===== src/rtl/uart_rx_capture.sv =====
// 8N1 UART receiver that captures bytes from an idle-high serial line into a
// small byte FIFO drained through a valid/ready port.
module uart_rx_capture #(
  parameter int CLKS_PER_BIT = 868,
  parameter int FIFO_DEPTH   = 16
) (
  input  logic                        clk_i,
  input  logic                        rst_ni,
  input  logic                        rx_i,
  output logic [7:0]                  data_o,
  output logic                        valid_o,
  input  logic                        ready_i,
  output logic [$clog2(FIFO_DEPTH):0] count_o,
  output logic                        frame_err_o,
  output logic                        overflow_o
);

  localparam int BAUD_W = $clog2(CLKS_PER_BIT);
  localparam int PTR_W  = $clog2(FIFO_DEPTH);

  localparam logic [BAUD_W-1:0] HALF_M1 = BAUD_W'(CLKS_PER_BIT / 2 - 1);
  localparam logic [BAUD_W-1:0] FULL_M1 = BAUD_W'(CLKS_PER_BIT - 1);
  localparam logic [PTR_W:0]    DEPTH_C = (PTR_W + 1)'(FIFO_DEPTH);

  typedef enum logic [2:0] {
    S_IDLE,
    S_START,
    S_DATA,
    S_STOP,
    S_BREAK
  } state_e;

  // Synchronizer and previous-sample flops idle high so reset never looks
  // like a start edge.
  logic rx_meta_q, rx_s_q, rx_prev_q;

  state_e            state_q, state_d;
  logic [BAUD_W-1:0] baud_q, baud_d;
  logic [2:0]        bit_idx_q, bit_idx_d;
  logic [7:0]        shift_q, shift_d;

  logic [PTR_W:0]    wr_ptr_q, wr_ptr_d;
  logic [PTR_W:0]    rd_ptr_q, rd_ptr_d;
  logic [7:0]        mem_q [FIFO_DEPTH];
  logic [7:0]        mem_d [FIFO_DEPTH];
  logic              frame_err_q, frame_err_d;
  logic              overflow_q, overflow_d;

  logic              good_stop, bad_stop;
  logic              push, pop, full;
  logic [PTR_W:0]    count;

  // NOTE: sequential state always uses non-blocking assignments so every flop
  // samples pre-edge values regardless of statement order.
  always_ff @(posedge clk_i or negedge rst_ni) begin
    if (!rst_ni) begin
      rx_meta_q <= 1'b1;
      rx_s_q    <= 1'b1;
      rx_prev_q <= 1'b1;
    end else begin
      rx_meta_q <= rx_i;
      rx_s_q    <= rx_meta_q;
      rx_prev_q <= rx_s_q;
    end
  end

  // NOTE: every signal written here gets a default first, so no path leaves
  // a value unassigned and no latch is inferred.
  always_comb begin
    state_d   = state_q;
    baud_d    = baud_q + BAUD_W'(1);
    bit_idx_d = bit_idx_q;
    shift_d   = shift_q;
    good_stop = 1'b0;
    bad_stop  = 1'b0;

    unique case (state_q)
      S_IDLE: begin
        baud_d = '0;
        if (rx_prev_q && !rx_s_q) state_d = S_START;
      end
      S_START: begin
        if (baud_q == HALF_M1) begin
          if (!rx_s_q) begin
            state_d   = S_DATA;
            bit_idx_d = '0;
          end else begin
            state_d = S_IDLE;
          end
        end
      end
      S_DATA: begin
        if (baud_q == FULL_M1) begin
          shift_d[bit_idx_q] = rx_s_q;
          baud_d             = '0;
          if (bit_idx_q == 3'd7) state_d = S_STOP;
          else                   bit_idx_d = bit_idx_q + 3'd1;
        end
      end
      S_STOP: begin
        if (baud_q == FULL_M1) begin
          if (rx_s_q) begin
            good_stop = 1'b1;
            state_d   = S_IDLE;
          end else begin
            bad_stop = 1'b1;
            state_d  = S_BREAK;
          end
        end
      end
      S_BREAK: begin
        baud_d = '0;
        if (rx_s_q) state_d = S_IDLE;
      end
      default: state_d = S_IDLE;
    endcase

    if (state_d != state_q) baud_d = '0;
  end

  always_ff @(posedge clk_i or negedge rst_ni) begin
    if (!rst_ni) begin
      state_q   <= S_IDLE;
      baud_q    <= '0;
      bit_idx_q <= '0;
      shift_q   <= '0;
    end else begin
      state_q   <= state_d;
      baud_q    <= baud_d;
      bit_idx_q <= bit_idx_d;
      shift_q   <= shift_d;
    end
  end

  // Pointer difference with wrap bits gives occupancy 0..FIFO_DEPTH directly.
  assign count = wr_ptr_q - rd_ptr_q;
  assign full  = (count == DEPTH_C);
  assign pop   = valid_o & ready_i;
  assign push  = good_stop & (~full | pop);

  always_comb begin
    wr_ptr_d    = wr_ptr_q;
    rd_ptr_d    = rd_ptr_q;
    mem_d       = mem_q;
    frame_err_d = bad_stop;
    overflow_d  = good_stop & ~push;
    if (push) begin
      mem_d[wr_ptr_q[PTR_W-1:0]] = shift_q;
      wr_ptr_d = wr_ptr_q + (PTR_W + 1)'(1);
    end
    if (pop) rd_ptr_d = rd_ptr_q + (PTR_W + 1)'(1);
  end

  // NOTE: the storage array is reset so data_o reads a defined 0 out of reset;
  // at this depth a resettable register file costs nothing noteworthy.
  always_ff @(posedge clk_i or negedge rst_ni) begin
    if (!rst_ni) begin
      wr_ptr_q    <= '0;
      rd_ptr_q    <= '0;
      frame_err_q <= 1'b0;
      overflow_q  <= 1'b0;
      for (int i = 0; i < FIFO_DEPTH; i++) mem_q[i] <= '0;
    end else begin
      wr_ptr_q    <= wr_ptr_d;
      rd_ptr_q    <= rd_ptr_d;
      frame_err_q <= frame_err_d;
      overflow_q  <= overflow_d;
      mem_q       <= mem_d;
    end
  end

  assign data_o      = mem_q[rd_ptr_q[PTR_W-1:0]];
  assign valid_o     = (count != '0);
  assign count_o     = count;
  assign frame_err_o = frame_err_q;
  assign overflow_o  = overflow_q;

endmodule


===== config.mk =====
export PLATFORM = sky130hd
export DESIGN_NAME = uart_rx_capture
export DESIGN_NICKNAME = d
export VERILOG_FILES = /design/src/rtl/uart_rx_capture.sv
export SDC_FILE = /design/constraint.sdc
export NUM_CORES = 1
export LEC_CHECK = 0
export CORE_ASPECT_RATIO = 1.1
export CORE_UTILIZATION = 25
export CTS_BUF_LIST = sky130_fd_sc_hd__clkbuf_2 sky130_fd_sc_hd__clkbuf_4 sky130_fd_sc_hd__clkbuf_8
export DETAILED_ROUTE_END_ITERATION = 16
export GPL_ROUTABILITY_DRIVEN = 0
export GPL_TIMING_DRIVEN = 0
export PLACE_DENSITY_LB_ADDON = 0.1
export SYNTH_ARGS = -nofsm -noshare
export SYNTH_HDL_FRONTEND = slang
export SYNTH_SLANG_ARGS = --single-unit

===== constraint.sdc =====
create_clock -name clk_i -period 4.19 [get_ports clk_i]
set_input_delay 0.419 -clock clk_i [delete_from_list [all_inputs] [get_ports clk_i]]
set_output_delay 0.419 -clock clk_i [all_outputs]
set_load 0.02 [all_outputs]

==> results.sh <==
export IMPL_outcome="completed"
export IMPL_hold_class="in2reg"
export IMPL_first_global_vias=5203
export IMPL_die_h_um=194
export IMPL_coreArea_um2=32600
export IMPL_worstHoldStart="rx_i"
export IMPL_p_seq_share_pct=55.2
export IMPL_num_fill_cells=3318
export IMPL_dp_hpwl_um=14100
export IMPL_clk_latency_ps=460
export IMPL_async_flop_share_pct=100
export IMPL_cts_root_buf="clkbuf_8"
export IMPL_path_class="reg2out"
export IMPL_cpPeakStageDelay_ps=570
export IMPL_ys_seq_area_share_pct=50.1
export IMPL_clockBufferDepth=2
export IMPL_setup_slack_ps=242
export IMPL_slew_viol_final=0
export IMPL_area_delta_synth_final_pct=14.5
export IMPL_ant_nets=0
export IMPL_critPathRequiredTime_ps=3770
export IMPL_htreeDepth=4
export IMPL_crit_slowest_cell="mux4_2"
export IMPL_vdd_drop_max_uv=186
export IMPL_cts_buffers=17
export IMPL_dieArea_um2=34100
export IMPL_p_comb_share_pct=4.0
export IMPL_grt_pass1_wl_um=32600
export IMPL_portBuffers=19
export IMPL_crit_top_cell="mux4_2"
export IMPL_diodes=0
export IMPL_finalPower_uw=3000
export IMPL_finalCritPeriodShare_pct=94.2
export IMPL_synth_fa_ha_area_share_pct=2.19
export IMPL_die_w_um=176
export IMPL_antenna_found_initial=0
export IMPL_avgRoutedWirePerCell_um=20.0
export IMPL_clock_fmax_mhz=253
export IMPL_syn_area_per_cell_um2=15.4
export IMPL_worstMarginPinSlew_ps=999
export IMPL_avgViaCountPerCell=4.60
export IMPL_startpoint_type="register"
export IMPL_dr_pass1_iters=6
export IMPL_synth_edf_count=0
export IMPL_finalSetupViolCount=0
export IMPL_holdPathStages=1
export IMPL_grtUsageTotal_pct=13.0
export IMPL_synth_top_family_by_area="multiplexers"
export IMPL_slew_headroom_pct=33.1
export IMPL_drt_initial_drc_count=176
export IMPL_yosysMostFrequentCell="dfrtp_1"
export IMPL_synth_area_um2=8350
export IMPL_synth_mux_area_share_pct=30.5
export IMPL_ys_flop_type="dfrtp_1"
export IMPL_place_ws_ps=-348
export IMPL_clockPowerShare_pct=40.8
export IMPL_syn_nets=562
export IMPL_ys_ff_latch=167
export IMPL_tritoncts="built"
export IMPL_rr_worst_depth=10
export IMPL_cp_arrival_ps=3530
export IMPL_hold_violations=0
export IMPL_period_needed_ps=3950
export IMPL_hold_end="rx_meta_q"
export IMPL_ys_warn_count=0
export IMPL_ys_types=51
export IMPL_vias=4709
export IMPL_grt_max_degree=123
export IMPL_cp_end_kind="output port"
export IMPL_clk_pin_slew_ps=100
export IMPL_netlist_area_leader_share_pct=49.1
export IMPL_path_max_fanout=10
export IMPL_finalNetCount=603
export IMPL_reg2reg_from="rd_ptr_q[1]"
export IMPL_p_int_uw=2260
export IMPL_synth_area_leaders="dfrtp_1 (49%), mux2_2 (18%), mux4_2 (11%), o2111ai_4 (5.0%), ha_1 (1.9%)"
export IMPL_pin_count=20
export IMPL_switchingPower_uw=743
export IMPL_yosys_area_share_simple_pct=5.75
export IMPL_crit_chain="clkbuf_1 -> buf_2 -> mux4_2 -> mux4_2 -> clkdlybuf4s50_1"
export IMPL_power_per_cell_area_nw_per_um2=314
export IMPL_synth_top_cell_by_area="dfrtp_1"
export IMPL_grt_overflow_total=0
export IMPL_initial_core_util_pct=25.6
export IMPL_synthCells=544
export IMPL_cellLeakagePower_uw=0.00417
export IMPL_r2r_end="mem_q[5]"
export IMPL_synth_common_cells="dfrtp_1 (164), mux2_2 (131), mux4_2 (40)"
export IMPL_rows=69
export IMPL_p_sw_share_pct=24.8
export IMPL_synth_compound_area_share_pct=6.80
export IMPL_max_cap_violations=0
export IMPL_cts_sinks=167
export IMPL_wl_um=20500
export IMPL_synth_xor_area_share_pct=2.19
export IMPL_drt_drc_violations_left=0
export IMPL_r2r_setup_slack_ps=720
export IMPL_whs_ps=363
export IMPL_rsz0062_at_grt="no"
export IMPL_skew_ps=11.8
export IMPL_drive_gt1_share_pct=42.7
[power groups by stage]
| stage | Clock (µW) | Sequential [µW] | Combinational [µW] |
|---|---|---|---|
| 6_report | 1230 | 1660 | 120 |
| 3_3_place_gp | 0 | 1690 | 115 |
| 3_5_place_dp | 0 | 1690 | 122 |
| 2_1_floorplan | 0 | 1680 | 62.7 |
| 4_1_cts | 1280 | 1660 | 124 |
| 5_1_grt | 1340 | 1660 | 139 |
[final cells by class]
type	instances	area, µm²	share of cell area, %
timing repair buffer	22	240	2.51
clock buffer	20	275	2.88
inverter	13	48.8	0.510
clock inverter	11	139	1.45
sequential	167	4180	43.8
tap	426	533	5.58
multi-input combinational	332	3970	41.5
buffer	32	173	1.81
[sequential cells by signal, indices dropped and copies added (netlist names)]
signal,cells
overflow_o,1
rx_meta_q,1
wr_ptr_q,5
rd_ptr_q,5
frame_err_o,1
bit_idx_q,3
shift_q,8
rx_prev_q,1
rx_s_q,1
baud_q,10
state_q,3
mem_q,128
[through the flow]
step	instance area, µm²	utilization [%]	setup TNS, ps	std cells
2_1_floorplan	8350	-	0	544
3_3_place_gp	9080	27.8	-736740	989
3_5_place_dp	9110	27.9	-9340	990
4_1_cts	9560	29.3	0	1023
5_1_grt	9560	29.3	0	1023
6_report	9560	29.3	0	1023
[critical path, delay by kind of cell (launching register included)]
family	cells	cell delay (ps)
flip-flops	1	410
buffers and inverters	3	1560
multiplexers	2	1080
[layout by cell type, fill, tap and decap left out, drive strengths merged, types with 7 or more instances in the layout]
cell / n
clkbuf: 41
mux4: 40
inv: 18
o21ai: 8
nor2: 7
clkdlybuf4s50: 18
nand3: 10
nor3: 18
ha: 13
mux2: 139
o2111ai: 16
nand2: 8
xnor2: 16
dfrtp: 164
buf: 14
[cells by family (layout without fill, tap and decap cells)]
family,Yosys count,in the layout
adders and majority gates,14,14
buffers and inverters,45,98
xor gates and xnor gates,20,20
DFF,167,167
muxes,183,183
AOI/OAI and AO/OA,39,39
and+or+nand+nor,76,76
[repair_timing]
item                                   CTS  global route
hold buffers                             1             0
setup buffers                            1             0
endpoints found under the hold margin   42             0
gates resized for setup                  7             0
setup endpoints to repair              132             0
[worst max path at each step]
stage                           start        end  slack (ps)
after floorplan           rd_ptr_q[1]  mem_q[32]         820
after global placement         rst_ni  mem_q[12]       -4420
after detailed placement  rd_ptr_q[1]    valid_o        -350
after CTS                 rd_ptr_q[0]  data_o[7]          90
after global routing      rd_ptr_q[0]  data_o[7]          20
final                     rd_ptr_q[0]  data_o[7]         240
[metal layers]
metal  part of all wire [%]  vias to the layer above  global-route usage [%]
li1                       -                     2137                       -
met1                     45                     2507                    17.0
met2                     51                       52                    21.9
met3                    2.6                       13                    2.41
met4                    1.2                        0                    3.48
met5                      0                        -                       0
Note: power is estimated with default switching activity, not from simulation.
